[src/rtl/decode_stage.sv]
// ---------------------------------------------------------------------------
// decode_stage
//
// Instruction-decode and operand-fetch stage of the multi-cycle RV32I core.
// An accepted instruction is latched into the instruction register (IR)
// together with its PC. rs1/rs2/rd are driven to the register file straight
// from the IR. The register-file read data is captured into the operand
// registers at the edge that closes READ. The decoded bundle is then held
// under a valid/ready handshake until the execute stage takes it.
//
// Ports
//   clk, rst_n            clock, asynchronous active-low reset
//   instr_valid/ready     fetch-side handshake (ready only in IDLE)
//   instr, pc             fetched instruction word and its address
//   flush                 synchronous abort, highest priority
//   rs1, rs2, rd          register-file addresses (combinational from IR)
//   rs1v, rs2v            combinational register-file read data
//   dec_valid/ready       execute-side handshake (valid only in HOLD)
//   opcode/funct3/funct7  raw IR fields
//   imm                   sign-extended immediate for the IR's format
//   a_val, b_val          latched operands
//   pc_q                  latched PC
//   illegal               unsupported opcode or IR[1:0] != 2'b11
// ---------------------------------------------------------------------------
module decode_stage #(
  parameter logic [31:0] RESET_INSTR = 32'h0000_0013  // ADDI x0,x0,0
) (
  input  logic        clk,
  input  logic        rst_n,
  // fetch side
  input  logic        instr_valid,
  output logic        instr_ready,
  input  logic [31:0] instr,
  input  logic [31:0] pc,
  input  logic        flush,
  // register file
  output logic [4:0]  rs1,
  output logic [4:0]  rs2,
  output logic [4:0]  rd,
  input  logic [31:0] rs1v,
  input  logic [31:0] rs2v,
  // execute side
  output logic        dec_valid,
  input  logic        dec_ready,
  output logic [6:0]  opcode,
  output logic [2:0]  funct3,
  output logic [6:0]  funct7,
  output logic [31:0] imm,
  output logic [31:0] a_val,
  output logic [31:0] b_val,
  output logic [31:0] pc_q,
  output logic        illegal
);

  // -------------------------------------------------------------------------
  // Types and constants
  // -------------------------------------------------------------------------
  typedef enum logic [1:0] {
    ST_IDLE = 2'd0,
    ST_READ = 2'd1,
    ST_HOLD = 2'd2
  } state_e;

  // Immediate formats; FMT_BAD covers every encoding we do not support.
  typedef enum logic [2:0] {
    FMT_I,
    FMT_S,
    FMT_B,
    FMT_U,
    FMT_J,
    FMT_R,
    FMT_BAD
  } fmt_e;

  localparam logic [6:0] OP_LOAD     = 7'b0000011;
  localparam logic [6:0] OP_MISC_MEM = 7'b0001111;
  localparam logic [6:0] OP_OP_IMM   = 7'b0010011;
  localparam logic [6:0] OP_AUIPC    = 7'b0010111;
  localparam logic [6:0] OP_STORE    = 7'b0100011;
  localparam logic [6:0] OP_OP       = 7'b0110011;
  localparam logic [6:0] OP_LUI      = 7'b0110111;
  localparam logic [6:0] OP_BRANCH   = 7'b1100011;
  localparam logic [6:0] OP_JALR     = 7'b1100111;
  localparam logic [6:0] OP_JAL      = 7'b1101111;
  localparam logic [6:0] OP_SYSTEM   = 7'b1110011;

  // -------------------------------------------------------------------------
  // Signals
  // -------------------------------------------------------------------------
  state_e      state_q, state_d;
  logic        ir_load;   // capture instr/pc this edge
  logic        op_load;   // capture rs1v/rs2v this edge

  logic [31:0] ir_q,    ir_d;
  logic [31:0] pc_d;
  logic [31:0] a_val_q, a_val_d;
  logic [31:0] b_val_q, b_val_d;

  fmt_e        fmt;

  // -------------------------------------------------------------------------
  // FSM: state register
  // -------------------------------------------------------------------------
  // NOTE: clocked state uses non-blocking (<=) so every register samples the
  // pre-edge values; blocking here would create order-dependent races.
  always_ff @(posedge clk or negedge rst_n) begin
    if (!rst_n) begin
      state_q <= ST_IDLE;
    end else begin
      state_q <= state_d;
    end
  end

  // -------------------------------------------------------------------------
  // FSM: next-state logic
  // -------------------------------------------------------------------------
  // NOTE: every combinational output gets a default at the top of the block;
  // a path that leaves a signal unassigned would otherwise infer a latch.
  always_comb begin
    state_d = state_q;
    case (state_q)
      ST_IDLE: if (instr_valid) state_d = ST_READ;
      ST_READ: state_d = ST_HOLD;
      ST_HOLD: if (dec_ready)   state_d = ST_IDLE;
      default: state_d = ST_IDLE;
    endcase
    // flush overrides everything; with dec_ready also high in HOLD the
    // result is the same IDLE, so the bundle simply counts as consumed.
    if (flush) state_d = ST_IDLE;
  end

  // -------------------------------------------------------------------------
  // FSM: outputs
  // -------------------------------------------------------------------------
  always_comb begin
    instr_ready = 1'b0;
    dec_valid   = 1'b0;
    ir_load     = 1'b0;
    op_load     = 1'b0;
    case (state_q)
      ST_IDLE: begin
        instr_ready = 1'b1;
        ir_load     = instr_valid && !flush;
      end
      ST_READ: begin
        op_load     = !flush;
      end
      ST_HOLD: begin
        dec_valid   = 1'b1;
      end
      default: ;
    endcase
  end

  // -------------------------------------------------------------------------
  // Datapath next-state: IR/PC load in IDLE, operands load at end of READ;
  // everything else (including HOLD and any flushed edge) holds its value.
  // -------------------------------------------------------------------------
  always_comb begin
    ir_d    = ir_q;
    pc_d    = pc_q;
    a_val_d = a_val_q;
    b_val_d = b_val_q;
    if (ir_load) begin
      ir_d = instr;
      pc_d = pc;
    end
    if (op_load) begin
      a_val_d = rs1v;
      b_val_d = rs2v;
    end
  end

  // The reset values of IR, PC and operands are visible on the outputs, so
  // all of them are reset along with the FSM.
  always_ff @(posedge clk or negedge rst_n) begin
    if (!rst_n) begin
      ir_q    <= RESET_INSTR;
      pc_q    <= '0;
      a_val_q <= '0;
      b_val_q <= '0;
    end else begin
      ir_q    <= ir_d;
      pc_q    <= pc_d;
      a_val_q <= a_val_d;
      b_val_q <= b_val_d;
    end
  end

  assign a_val = a_val_q;
  assign b_val = b_val_q;

  // -------------------------------------------------------------------------
  // Field extraction (pure wiring from the IR, so stable through READ/HOLD)
  // -------------------------------------------------------------------------
  assign opcode = ir_q[6:0];
  assign rd     = ir_q[11:7];
  assign funct3 = ir_q[14:12];
  assign rs1    = ir_q[19:15];
  assign rs2    = ir_q[24:20];
  assign funct7 = ir_q[31:25];

  // -------------------------------------------------------------------------
  // Format classification. Compressed/reserved encodings (IR[1:0] != 2'b11)
  // are rejected regardless of the remaining opcode bits.
  // -------------------------------------------------------------------------
  always_comb begin
    fmt = FMT_BAD;
    case (opcode)
      OP_LOAD, OP_OP_IMM, OP_JALR, OP_MISC_MEM, OP_SYSTEM: fmt = FMT_I;
      OP_STORE:                                            fmt = FMT_S;
      OP_BRANCH:                                           fmt = FMT_B;
      OP_LUI, OP_AUIPC:                                    fmt = FMT_U;
      OP_JAL:                                              fmt = FMT_J;
      OP_OP:                                               fmt = FMT_R;
      default:                                             fmt = FMT_BAD;
    endcase
    if (ir_q[1:0] != 2'b11) fmt = FMT_BAD;
  end

  // illegal is informational only; the bundle still handshakes and the
  // execute stage decides whether to trap.
  assign illegal = (fmt == FMT_BAD);

  // -------------------------------------------------------------------------
  // Immediate assembly. All sign extension comes from IR[31]; shift-immediate
  // encodings are passed through as ordinary I-type fields.
  // -------------------------------------------------------------------------
  always_comb begin
    imm = '0;
    case (fmt)
      FMT_I: imm = {{20{ir_q[31]}}, ir_q[31:20]};
      FMT_S: imm = {{20{ir_q[31]}}, ir_q[31:25], ir_q[11:7]};
      FMT_B: imm = {{19{ir_q[31]}}, ir_q[31], ir_q[7], ir_q[30:25],
                    ir_q[11:8], 1'b0};
      FMT_U: imm = {ir_q[31:12], 12'b0};
      FMT_J: imm = {{11{ir_q[31]}}, ir_q[31], ir_q[19:12], ir_q[20],
                    ir_q[30:21], 1'b0};
      default: imm = '0;  // R-type and illegal encodings
    endcase
  end

endmodule

[config.mk]
export PLATFORM = sky130hd
export DESIGN_NAME = decode_stage
export DESIGN_NICKNAME = d
export VERILOG_FILES = /design/src/rtl/decode_stage.sv
export SDC_FILE = /design/constraint.sdc
export NUM_CORES = 1
export LEC_CHECK = 0
export ABC_CLOCK_PERIOD_IN_PS = 1850
export BUFFER_PORTS_ARGS = -buffer_cell sky130_fd_sc_hd__buf_2
export CORE_ASPECT_RATIO = 0.8
export CORE_UTILIZATION = 41
export CTS_CLUSTER_DIAMETER = 200
export DETAILED_ROUTE_END_ITERATION = 10
export HOLD_SLACK_MARGIN = 0.05
export PLACE_DENSITY = 0.78
export SETUP_SLACK_MARGIN = 0.5
export SLEW_MARGIN = 20
export SYNTH_ARGS = -nofsm -noshare
export SYNTH_HDL_FRONTEND = slang
export SYNTH_SLANG_ARGS = --single-unit
[constraint.sdc]
create_clock -name clk -period 1.85 [get_ports clk]
set_input_delay 0.37 -clock clk [delete_from_list [all_inputs] [get_ports clk]]
set_output_delay 0.37 -clock clk [all_outputs]
set_load 0.005 [all_outputs]
==> impl_metrics.toml, run 1 <==
[status]
status = "finished with violations"
violations = "setup timing"

[setup_path]
endpoint_kind = "primary output"
crit_fanout = 6
crit_type = "register to primary output"
crit_family = "flip-flops"
max_stage_delay_ns = 0.54
cp_slowest_cell = "dfstp_2"
path_buf_inv = 3
critical_path_arrival_ns = 2.06
r2r-start = "state_q[1]$_DFFE_PN0P_"
cp-startpoint = "ir_q[0]$_DFFE_PN1P_"
crit_chain = "buf_6, nand2_1, nor4_4, buf_4, a21o_1, buf_2"
start_kind = "register"
critical_path_required_ns = 1.48

[floorplan]
die_x_microns = 132
num_rows = 37
die-area_sq_um = 13900
coreArea_sq_um = 13000
initial_core_util_pct = 42.5
die_h_microns = 106
ios = 296

[global_route]
grt_first_pass_wirelength_mm = 27.5
antenna_found_initial = 1
grt_overflow = 0
grt_util_all_layers_pct = 25.9
grt_max_degree = 70
grt_pass1_vias = 4992

[timing]
finalSetupTns_ns = -16.75
fin_skew_ns = 0.00888
fin_crit_ns = 2.43
hold_violations = 0
hold_slack_ns = 0.184
setup_ws_ns = -0.583
max_slew_margin_pct = 75.1
rsz0062_at_grt = "yes"
timing_worst_slew_pin_value_ns = 0.374
maxSlewViolCount = 0
setup-violations-final = 33
finalCritPeriodShare_pct = 131
max_clock_freq_mhz = 411

[synthesis]
synth_seq_cells = 130
synth_edf_count = 0
ys_types = 44
ys_seq_area_share_pct = 59.2
async_flop_share_pct = 100
synth.avg_cell_area_sq_um = 14.5
syn_inst = 380
syn_nets = 513
synth_area_sq_um = 5510
synth_ff_type = "dfrtp_1"
ys_warn_count = 0

[power]
total_power_mw = 10.7
powerDensity_nw_per_um2 = 1100
static-leakage-power_nw = 5.12
clkPwrFrac_pct = 30.2
switching_power_mw = 3.03
internal_power_mw = 7.66
swShare_pct = 28.3
pwr-share-comb_pct = 32.2
seq_power_share_pct = 37.7
ir_drop_uv = 802

[clock_tree]
cts_max_level = 4
cts_sinks = 130
numCtsBuffers = 17
clockRootBuffer = "clkbuf_16"
worstSkewPairLatency_ns = 0.41
clk_pin_slew_worst_paths_ns = 0.06
clock_path_buffers = 2
tritoncts = "yes"

[final_layout]
drive_above_1_share_pct = 76.0
final_nets = 911
area_growth_pct = 77.0
final_util_pct = 75.2

[hold_path]
hp-class = "input port to register"
hp-start = "pc[20]"

[routing]
dr.pass1.iters = 4
viasPerCell = 5.02
wirelength_mm = 18.5
dr_total_vias = 4859
wl_per_cell_microns = 19.1
drt_iter0_drc = 285
ant_nets = 0
drc = 0

[placed_design]
gp_congestion = 0.894
dpl.hpwl_mm = 11.2
io_buffers = 295

[run]
cap_viol_max_count = 0
-- Yosys cell counts, types with 2 or more instances --
cell type / count / area share, %
a21boi_0: 2 / 0.27
a21o_1: 19 / 2.6
a21oi_1: 5 / 0.45
a31oi_1: 2 / 0.23
a32o_1: 4 / 0.73
a32oi_1: 2 / 0.32
and2_1: 2 / 0.23
and3_1: 7 / 0.80
buf_2: 4 / 0.36
buf_4: 14 / 1.9
buf_6: 2 / 0.41
clkbuf_1: 3 / 0.20
dfrtp_1: 127 / 58
dfstp_2: 3 / 1.4
inv_1: 6 / 0.41
mux2_2: 123 / 25
nand2_1: 13 / 0.89
nor2_1: 4 / 0.27
nor2b_1: 2 / 0.23
nor3b_1: 2 / 0.27
o21ai_0: 8 / 0.73
o22ai_1: 2 / 0.23
o31ai_1: 2 / 0.27
o31ai_2: 2 / 0.45
-- final timing paths --
check | to | depth (start not counted) | slack [ns]
setup / recovery | imm[28] | 6 | -0.58
hold / removal | pc_q[20]$_DFFE_PN0P_ | 2 | 0.18
setup reg to reg | pc_q[19]$_DFFE_PN0P_ | 6 | 0.11
hold reg to reg | a_val[8]$_DFFE_PN0P_ | 1 | 0.50
max in group asynchronous | a_val[16]$_DFFE_PN0P_ | 3 | 1.01
min in group asynchronous | ir_q[10]$_DFFE_PN0P_ | 3 | 0.52
-- metrics by stage --
step	std cells	cell area [sq um]	setup WS (ns)
finish	967	9750	-0.583
global route	967	9750	-0.614
CTS	944	9440	-0.528
detailed placement	868	7840	-0.158
global placement	868	7840	-0.0903
floorplan	380	5960	0.0264
-- logic make-up after synthesis --
kind of cell | Yosys count | share of synthesized area [%]
compound gates | 57 | 7.66
buf+inv | 30 | 3.39
flops | 130 | 59.2
mux | 124 | 25.4
simple gates | 39 | 4.43
-- final cells by class --
class | count | area, sq um
sequential | 130 | 3270
fill | 824 | 3220
timing repair buffer | 403 | 2970
multi-input combinational | 220 | 2700
clock buffer | 18 | 429
tap | 175 | 219
clock inverter | 14 | 141
inverter | 6 | 22.5
antenna | 1 | 2.50
-- cell usage in the layout (no fill, tap or decap), types with 3 or more instances in the layout --
cell | Yosys | final
dfstp_2 | 3 | 3
clkinv_2 | 0 | 5
a21oi_1 | 5 | 3
buf_6 | 2 | 45
nand2_2 | 0 | 3
clkinvlp_4 | 0 | 4
nand2_1 | 13 | 8
buf_2 | 4 | 284
clkbuf_16 | 0 | 17
buf_12 | 0 | 13
a32o_1 | 4 | 4
buf_8 | 0 | 3
inv_1 | 6 | 6
a21o_1 | 19 | 19
nor2_4 | 1 | 3
o21ai_2 | 0 | 4
buf_16 | 0 | 15
clkinv_4 | 0 | 3
dfrtp_2 | 0 | 7
mux2_4 | 0 | 124
dfrtp_1 | 127 | 120
and3_1 | 7 | 7
buf_4 | 14 | 42
-- routing by layer --
metal | wire, microns | GRT usage (%) | vias to the layer above
met2 | 9320 | 41.9 | 228
met4 | 546 | 12.9 | 0
met5 | 0 | 0 | -
li1 | - | - | 2179
met3 | 1040 | 5.77 | 46
met1 | 7560 | 33.0 | 2406
-- power groups by stage --
stage	Sequential, mW	Combinational [mW]	Clock (mW)
3_3_place_gp	3.98	2.69	0
4_1_cts	4.00	3.22	3.27
2_1_floorplan	4.02	1.36	0
6_report	4.03	3.44	3.23
3_5_place_dp	4.01	2.74	0
5_1_grt	4.10	3.65	3.40
-- sequential cells by signal (all words and copies together), names as in the netlist --
register / cells
state_q: 2
b_val: 32
pc_q: 32
a_val: 32
ir_q: 32
-- what timing repair did --
action	4_1_cts	5_1_grt
hold buffers	1	0
pin swaps	3	9
endpoints found under the setup margin	179	188
setup buffers	27	22
endpoints found under the hold margin	127	0
gates resized for setup	113	40
cloned	16	0
Note: power is estimated with default switching activity, not from simulation.
==> run 2: changes to the inputs <==
--- a/config.mk
+++ b/config.mk
@@ -5,6 +5,7 @@
 export SDC_FILE = /design/constraint.sdc
 export NUM_CORES = 1
 export LEC_CHECK = 0
+export ABC_AREA = 1
 export ABC_CLOCK_PERIOD_IN_PS = 1850
 export BUFFER_PORTS_ARGS = -buffer_cell sky130_fd_sc_hd__buf_2
 export CORE_ASPECT_RATIO = 0.8
@@ -12,7 +13,7 @@
 export CTS_CLUSTER_DIAMETER = 200
 export DETAILED_ROUTE_END_ITERATION = 10
 export HOLD_SLACK_MARGIN = 0.05
-export PLACE_DENSITY = 0.78
+export PLACE_DENSITY = 0.77
 export SETUP_SLACK_MARGIN = 0.5
 export SLEW_MARGIN = 20
 export SYNTH_ARGS = -nofsm -noshare
==> run 2 against run 1 <==
  * The run still ends with setup timing left
  * Sequential power hardly changed
  * Synthesized area increased by 5.1%
  * Via count rose by 19%
  * Critical path depth up 3
  * Clock skew grew 0.00083 ns
  * Final cell count is 20% higher
  * Critical path type unchanged
  * Core utilization shrank 7.1 points
  * Non-clock buffer count decreased by 46
==> impl_metrics.toml, run 2 <==
[clock_tree]
cts_sinks = 130
cts_max_level = 4
numCtsBuffers = 17
tritoncts = "yes"
clockRootBuffer = "clkbuf_16"
clk_pin_slew_worst_paths_ns = 0.07
worstSkewPairLatency_ns = 0.41
clock_path_buffers = 2

[global_route]
grt_overflow = 0
antenna_found_initial = 1
grt_util_all_layers_pct = 25.4
grt_pass1_vias = 5555
grt_max_degree = 66
grt_first_pass_wirelength_mm = 28.2

[final_layout]
final_nets = 1102
stdcell_area_sq_um = 9290
final_cell_mix = "279 x buf_2, 228 x nand2_1, 114 x dfrtp_1"
drive_above_1_share_pct = 52.2
final_common_cell = "buf_2"
multi_input_area_sq_um = 2630
regArea_sq_um = 3270
area_growth_pct = 60.4
fillCellCount = 1045
layout.cells.non_filler = 1163

[setup_path]
critical_path_arrival_ns = 1.97
crit_fanout = 8
path_buf_inv = 3
crit_type = "register to primary output"
max_stage_delay_ns = 0.56
cp_slowest_cell = "dfstp_2"
endpoint_kind = "primary output"
critical_path_required_ns = 1.48
start_kind = "register"
crit_chain = "nand2_4, inv_4, nand2_4, or2_0, nand3_2, buf_6, nand2_2, nand2_2, buf_2"
crit_family = "simple AND/OR/NAND/NOR gates"

[routing]
wirelength_mm = 20.3
viasPerCell = 4.97
drt_iter0_drc = 359
ant_nets = 0
drc = 0
dr.pass1.iters = 5
wl_per_cell_microns = 17.4
dr_total_vias = 5783

[synthesis]
synth_fa_ha_area_share_pct = 0
ys_types = 22
yosysTopAreaCell = "dfrtp_1"
netlist.area_leader.share_pct = 54.9
muxShareOfSynthArea_pct = 12.5
async_flop_share_pct = 100
yosys-top-cells-count = "245 x nand2_1, 127 x dfrtp_1, 64 x mux2_2"
synth_compound_area_share_pct = 2.92
ys_top_cells_by_area = "dfrtp_1 55%, nand2_1 16%, mux2_2 12%, nor2_1 3.2%, nand3_1 3.1%"
ys_warn_count = 0
synth.avg_cell_area_sq_um = 9.26
synth_seq_cells = 130
synth-simple-area-share_pct = 23.4
ys_seq_area_share_pct = 56.3
synth_edf_count = 0
synth_ff_type = "dfrtp_1"
syn_inst = 625
synth_area_sq_um = 5790
syn_nets = 758
synth-xor-area-share_pct = 0
yosysMostFrequentCell = "nand2_1"
synth_top_family_by_area = "simple AND/OR/NAND/NOR gates"

[timing]
finalCritPeriodShare_pct = 127
setup-violations-final = 33
rsz0062_at_grt = "yes"
maxSlewViolCount = 0
finalSetupTns_ns = -14.60
max_clock_freq_mhz = 427
timing_worst_slew_pin_value_ns = 0.307
fin_crit_ns = 2.34
setup_ws_ns = -0.494
fin_skew_ns = 0.00971
max_slew_margin_pct = 79.5
hold_violations = 0

[floorplan]
die-area_sq_um = 14600
coreArea_sq_um = 13600
initial_core_util_pct = 42.4
ios = 296
die_x_microns = 135
die_h_microns = 108
num_rows = 38

[power]
ir_drop_uv = 672
switching_power_mw = 3.12
internal_power_mw = 6.96
pwr-share-comb_pct = 26.0
powerDensity_nw_per_um2 = 1090
swShare_pct = 30.9
seq_power_share_pct = 39.8
static-leakage-power_nw = 5.39
clkPwrFrac_pct = 34.2
total_power_mw = 10.1

[placed_design]
place_area_sq_um = 7670
place_inst = 1097
io_buffers = 295
dpl.hpwl_mm = 12.7
dp_slack_ns = -0.0540
gp_congestion = 0.892

[run]
cap_viol_max_count = 0

[hold_path]
hp-class = "input port to register"

[status]
violations = "setup timing"
status = "finished with violations"
run 2: cell types whose count changed after synthesis, sizes merged, moves of 19 or more:
cell and change:
nand3 +37, nand2 +235, mux2 -60, nor2 +47, inv +22, a21o -19
run 2: worst paths after layout:
check	start	end	slack, ns	cells after the start
worst max-delay path	ir_q[1]$_DFFE_PN1P_	imm[10]	-0.49	9
worst min-delay path	pc[7]	pc_q[7]$_DFFE_PN0P_	0.15	3
worst max register to register	state_q[1]$_DFFE_PN0P_	b_val[23]$_DFFE_PN0P_	0.32	6
worst min register to register	pc_q[31]$_DFFE_PN0P_	pc_q[31]$_DFFE_PN0P_	0.48	2
max in group asynchronous	rst_n	ir_q[28]$_DFFE_PN0P_	0.82	3
min in group asynchronous	rst_n	a_val[12]$_DFFE_PN0P_	0.42	2
run 2: cell families after synthesis:
kind of cell | Yosys count
and+or+nand+nor | 339
DFF | 130
muxes | 64
AOI/OAI and AO/OA | 32
buffers and inverters | 60
run 2: through the flow:
| stage | utilization, % | hold WS (ns) |
|---|---|---|
| 2_1_floorplan | - | 0.0744 |
| 3_3_place_gp | 56.2 | 0.258 |
| 3_5_place_dp | 56.2 | 0.261 |
| 4_1_cts | 64.3 | 0.125 |
| 5_1_grt | 68.0 | 0.149 |
| 6_report | 68.0 | 0.151 |
run 2: worst min-delay path: stages:
cell	delay, ns
buf_2	0.07
nand2_1	0.04
nand2_1	0.04
run 2: timing repair:
item,CTS,global route
buffers inserted,12,7
endpoints found under the setup margin,65,180
resized for setup,106,55
pin swaps,1,3
hold buffers,1,0
gates cloned,1,12
endpoints found under the hold margin,23,0
run 2: layout make-up:
type,instances,share of cell area [%]
Sequential cell,130,35.3
Multi-Input combinational cell,435,28.3
Timing Repair Buffer,357,26.2
Clock buffer,17,4.58
Tap cell,180,2.43
Clock inverter,15,1.97
Inverter,28,1.32
Antenna cell,1,0.0270
run 2: layer usage:
layer | routed length, microns | vias to the layer above | global-route usage, % | part of all wire, %
met1 | 8060 | 2734 | 31.1 | 40
met2 | 10000 | 327 | 43.6 | 49
met5 | 0 | - | 0 | 0
li1 | - | 2674 | - | -
met4 | 493 | 0 | 9.07 | 2.4
met3 | 1700 | 48 | 6.33 | 8.4
run 2: power by group through the flow:
stage | Sequential (mW) | Clock, mW | Combinational [mW]
2_1_floorplan | 3.97 | 0 | 0.798
3_3_place_gp | 3.94 | 0 | 1.99
3_5_place_dp | 3.97 | 0 | 2.04
4_1_cts | 3.96 | 3.50 | 2.42
5_1_grt | 4.08 | 3.65 | 2.84
6_report | 4.01 | 3.45 | 2.61
==> run 3: changes to the inputs <==
--- a/config.mk
+++ b/config.mk
@@ -6,14 +6,14 @@
 export NUM_CORES = 1
 export LEC_CHECK = 0
 export ABC_AREA = 1
-export ABC_CLOCK_PERIOD_IN_PS = 1850
+export ABC_CLOCK_PERIOD_IN_PS = 2200
 export BUFFER_PORTS_ARGS = -buffer_cell sky130_fd_sc_hd__buf_2
 export CORE_ASPECT_RATIO = 0.8
-export CORE_UTILIZATION = 41
+export CORE_UTILIZATION = 46
 export CTS_CLUSTER_DIAMETER = 200
 export DETAILED_ROUTE_END_ITERATION = 10
 export HOLD_SLACK_MARGIN = 0.05
-export PLACE_DENSITY = 0.77
+export PLACE_DENSITY = 0.82
 export SETUP_SLACK_MARGIN = 0.5
 export SLEW_MARGIN = 20
 export SYNTH_ARGS = -nofsm -noshare
==> constraint.sdc (replaced) <==
create_clock -name clk -period 2.2 [get_ports clk]
set_input_delay 0.44 -clock clk [delete_from_list [all_inputs] [get_ports clk]]
set_output_delay 0.44 -clock clk [all_outputs]
set_load 0.005 [all_outputs]
==> run 3 against run 2 <==
  * Final cell count fell by 3.4%
  * Highest routed layer unchanged
  * Via count fell by 3.2%
  * Largest cell class unchanged
  * Global-route usage rose by 1.1 points
  * The run still ends with setup timing left
==> impl_metrics.toml, run 3 (synthesized netlist as in run 2, its figures left out) <==
[status]
status = "finished with violations"
violations = "setup timing"

[final_layout]
final_cell_mix = "289 x buf_2, 220 x nand2_1, 123 x dfrtp_1"
final_nets = 1071
area_growth_pct = 47.6
final_common_cell = "buf_2"
fillCellCount = 944
stdcell_area_sq_um = 8540
drive_above_1_share_pct = 50.9

[routing]
dr.pass1.iters = 6
viasPerCell = 4.99
wirelength_mm = 18.0
drt_iter0_drc = 351
ant_nets = 0
wl_per_cell_microns = 16.0
drc = 0
dr_total_vias = 5600

[placed_design]
dp_slack_ns = 0.0802
io_buffers = 295
place_area_sq_um = 7460
dpl.hpwl_mm = 11.9
gp_congestion = 0.885

[power]
static-leakage-power_nw = 4.76
swShare_pct = 31.1
clkPwrFrac_pct = 33.8
ir_drop_uv = 525
internal_power_mw = 5.33
pwr-share-comb_pct = 22.9
powerDensity_nw_per_um2 = 906
switching_power_mw = 2.41
seq_power_share_pct = 43.3

[timing]
maxSlewViolCount = 0
hold_violations = 0
timing_worst_slew_pin_value_ns = 0.530
max_slew_margin_pct = 64.6
rsz0062_at_grt = "yes"
setup_ws_ns = -0.225
finalCritPeriodShare_pct = 110
fin_crit_ns = 2.42
max_clock_freq_mhz = 412
finalSetupTns_ns = -5.97
setup-violations-final = 33
fin_skew_ns = 0.00777

[global_route]
grt_max_degree = 66
met3_usage_pct = 7.80
grt_util_all_layers_pct = 26.5
antenna_found_initial = 1
met1_usage_pct = 31.4
grt-busiest-layer = "met2"
grt_overflow = 0
met2_usage_pct = 45.9
grt_pass1_vias = 5192
grt_first_pass_wirelength_mm = 26.1

[setup_path]
ff2ff_setup_slack_ns = 0.84
critical_path_arrival_ns = 1.98
crit_fanout = 6
endpoint_kind = "primary output"
crit_type = "register to primary output"
start_kind = "register"
critical_path_required_ns = 1.76

[clock_tree]
tritoncts = "yes"
numCtsBuffers = 17
worstSkewPairLatency_ns = 0.40
clockRootBuffer = "clkbuf_16"
clk_pin_slew_worst_paths_ns = 0.06
cts_max_level = 4
clock_path_buffers = 2
cts_sinks = 130

[floorplan]
coreArea_sq_um = 12200
num_rows = 36
ios = 296
die-area_sq_um = 13000
die_x_microns = 127
initial_core_util_pct = 47.4
die_h_microns = 102

[run]
cap_viol_max_count = 0

[hold_path]
hp-class = "input port to register"
run 3: changes by cell type in the layout (fill, tap and decap cells not counted), sizes merged:
| cell | previous run | this run |
|---|---|---|
| clkinv | 4 | 6 |
| clkbuf | 25 | 19 |
| nand2 | 248 | 251 |
| bufinv | 1 | 0 |
| buf | 348 | 320 |
| inv | 38 | 35 |
| clkinvlp | 0 | 2 |
run 3: layer usage:
layer	up-vias	part of all wire, %
met2	283	51
met1	2654	39
li1	2617	-
met4	0	2.7
met5	-	0
met3	46	7.5
run 3: final cells by class:
type / instances / area, sq um / area share, %
flip-flops and latches: 130 / 3260 / 38.2
diodes: 1 / 2.50 / 0.0293
well taps: 171 / 214 / 2.51
inverters: 28 / 120 / 1.41
multi-input cells: 438 / 2500 / 29.3
clock buffers: 17 / 425 / 4.98
repair buffers: 323 / 1890 / 22.2
clock inverters: 15 / 120 / 1.41
run 3: worst paths after layout:
kind | start | to | cells after the start
setup / recovery | ir_q[0]$_DFFE_PN1P_ | imm[16] | 9
setup reg to reg | state_q[0]$_DFFE_PN0P_ | pc_q[27]$_DFFE_PN0P_ | 7
min in group asynchronous | rst_n | b_val[22]$_DFFE_PN0P_ | 2
hold / removal | pc[14] | pc_q[14]$_DFFE_PN0P_ | 3
hold reg to reg | pc_q[21]$_DFFE_PN0P_ | pc_q[21]$_DFFE_PN0P_ | 2
max in group asynchronous | rst_n | ir_q[1]$_DFFE_PN1P_ | 3
run 3: timing repair:
item	CTS	global route
hold endpoints to repair	54	0
gates resized for setup	33	59
hold buffers	1	0
buffers inserted	8	2
pin swaps	5	11
endpoints found under the setup margin	33	33
gates cloned	5	4
run 3: power by group through the flow:
| stage | clock (mW) | sequential, mW | combinational, mW |
|---|---|---|---|
| after global placement | 0 | 3.31 | 1.60 |
| after global routing | 2.78 | 3.42 | 1.95 |
| final | 2.61 | 3.35 | 1.77 |
| after detailed placement | 0 | 3.33 | 1.66 |
| after CTS | 2.66 | 3.32 | 1.72 |
| after floorplan | 0 | 3.34 | 0.671 |
run 3: stage by stage:
stage               instances  hold WS, ns  total power [mW]  utilization (%)
floorplan                 625        0.144              4.01                -
global placement         1070        0.442              4.91             61.1
detailed placement       1070        0.441              4.99             61.1
CTS                      1116        0.205              7.70             67.6
global route             1123        0.214              8.15             70.0
finish                   1123        0.225              7.74             70.0
run 3: critical path: stages, from the launching register on:
cell and delay [ns]:
dfstp_2 0.56, nand2_4 0.08, inv_6 0.08, nand2_8 0.07
or2_4 0.25, nand3_4 0.13, buf_12 0.15, nand2_8 0.08
nand2_2 0.08, buf_2 0.11
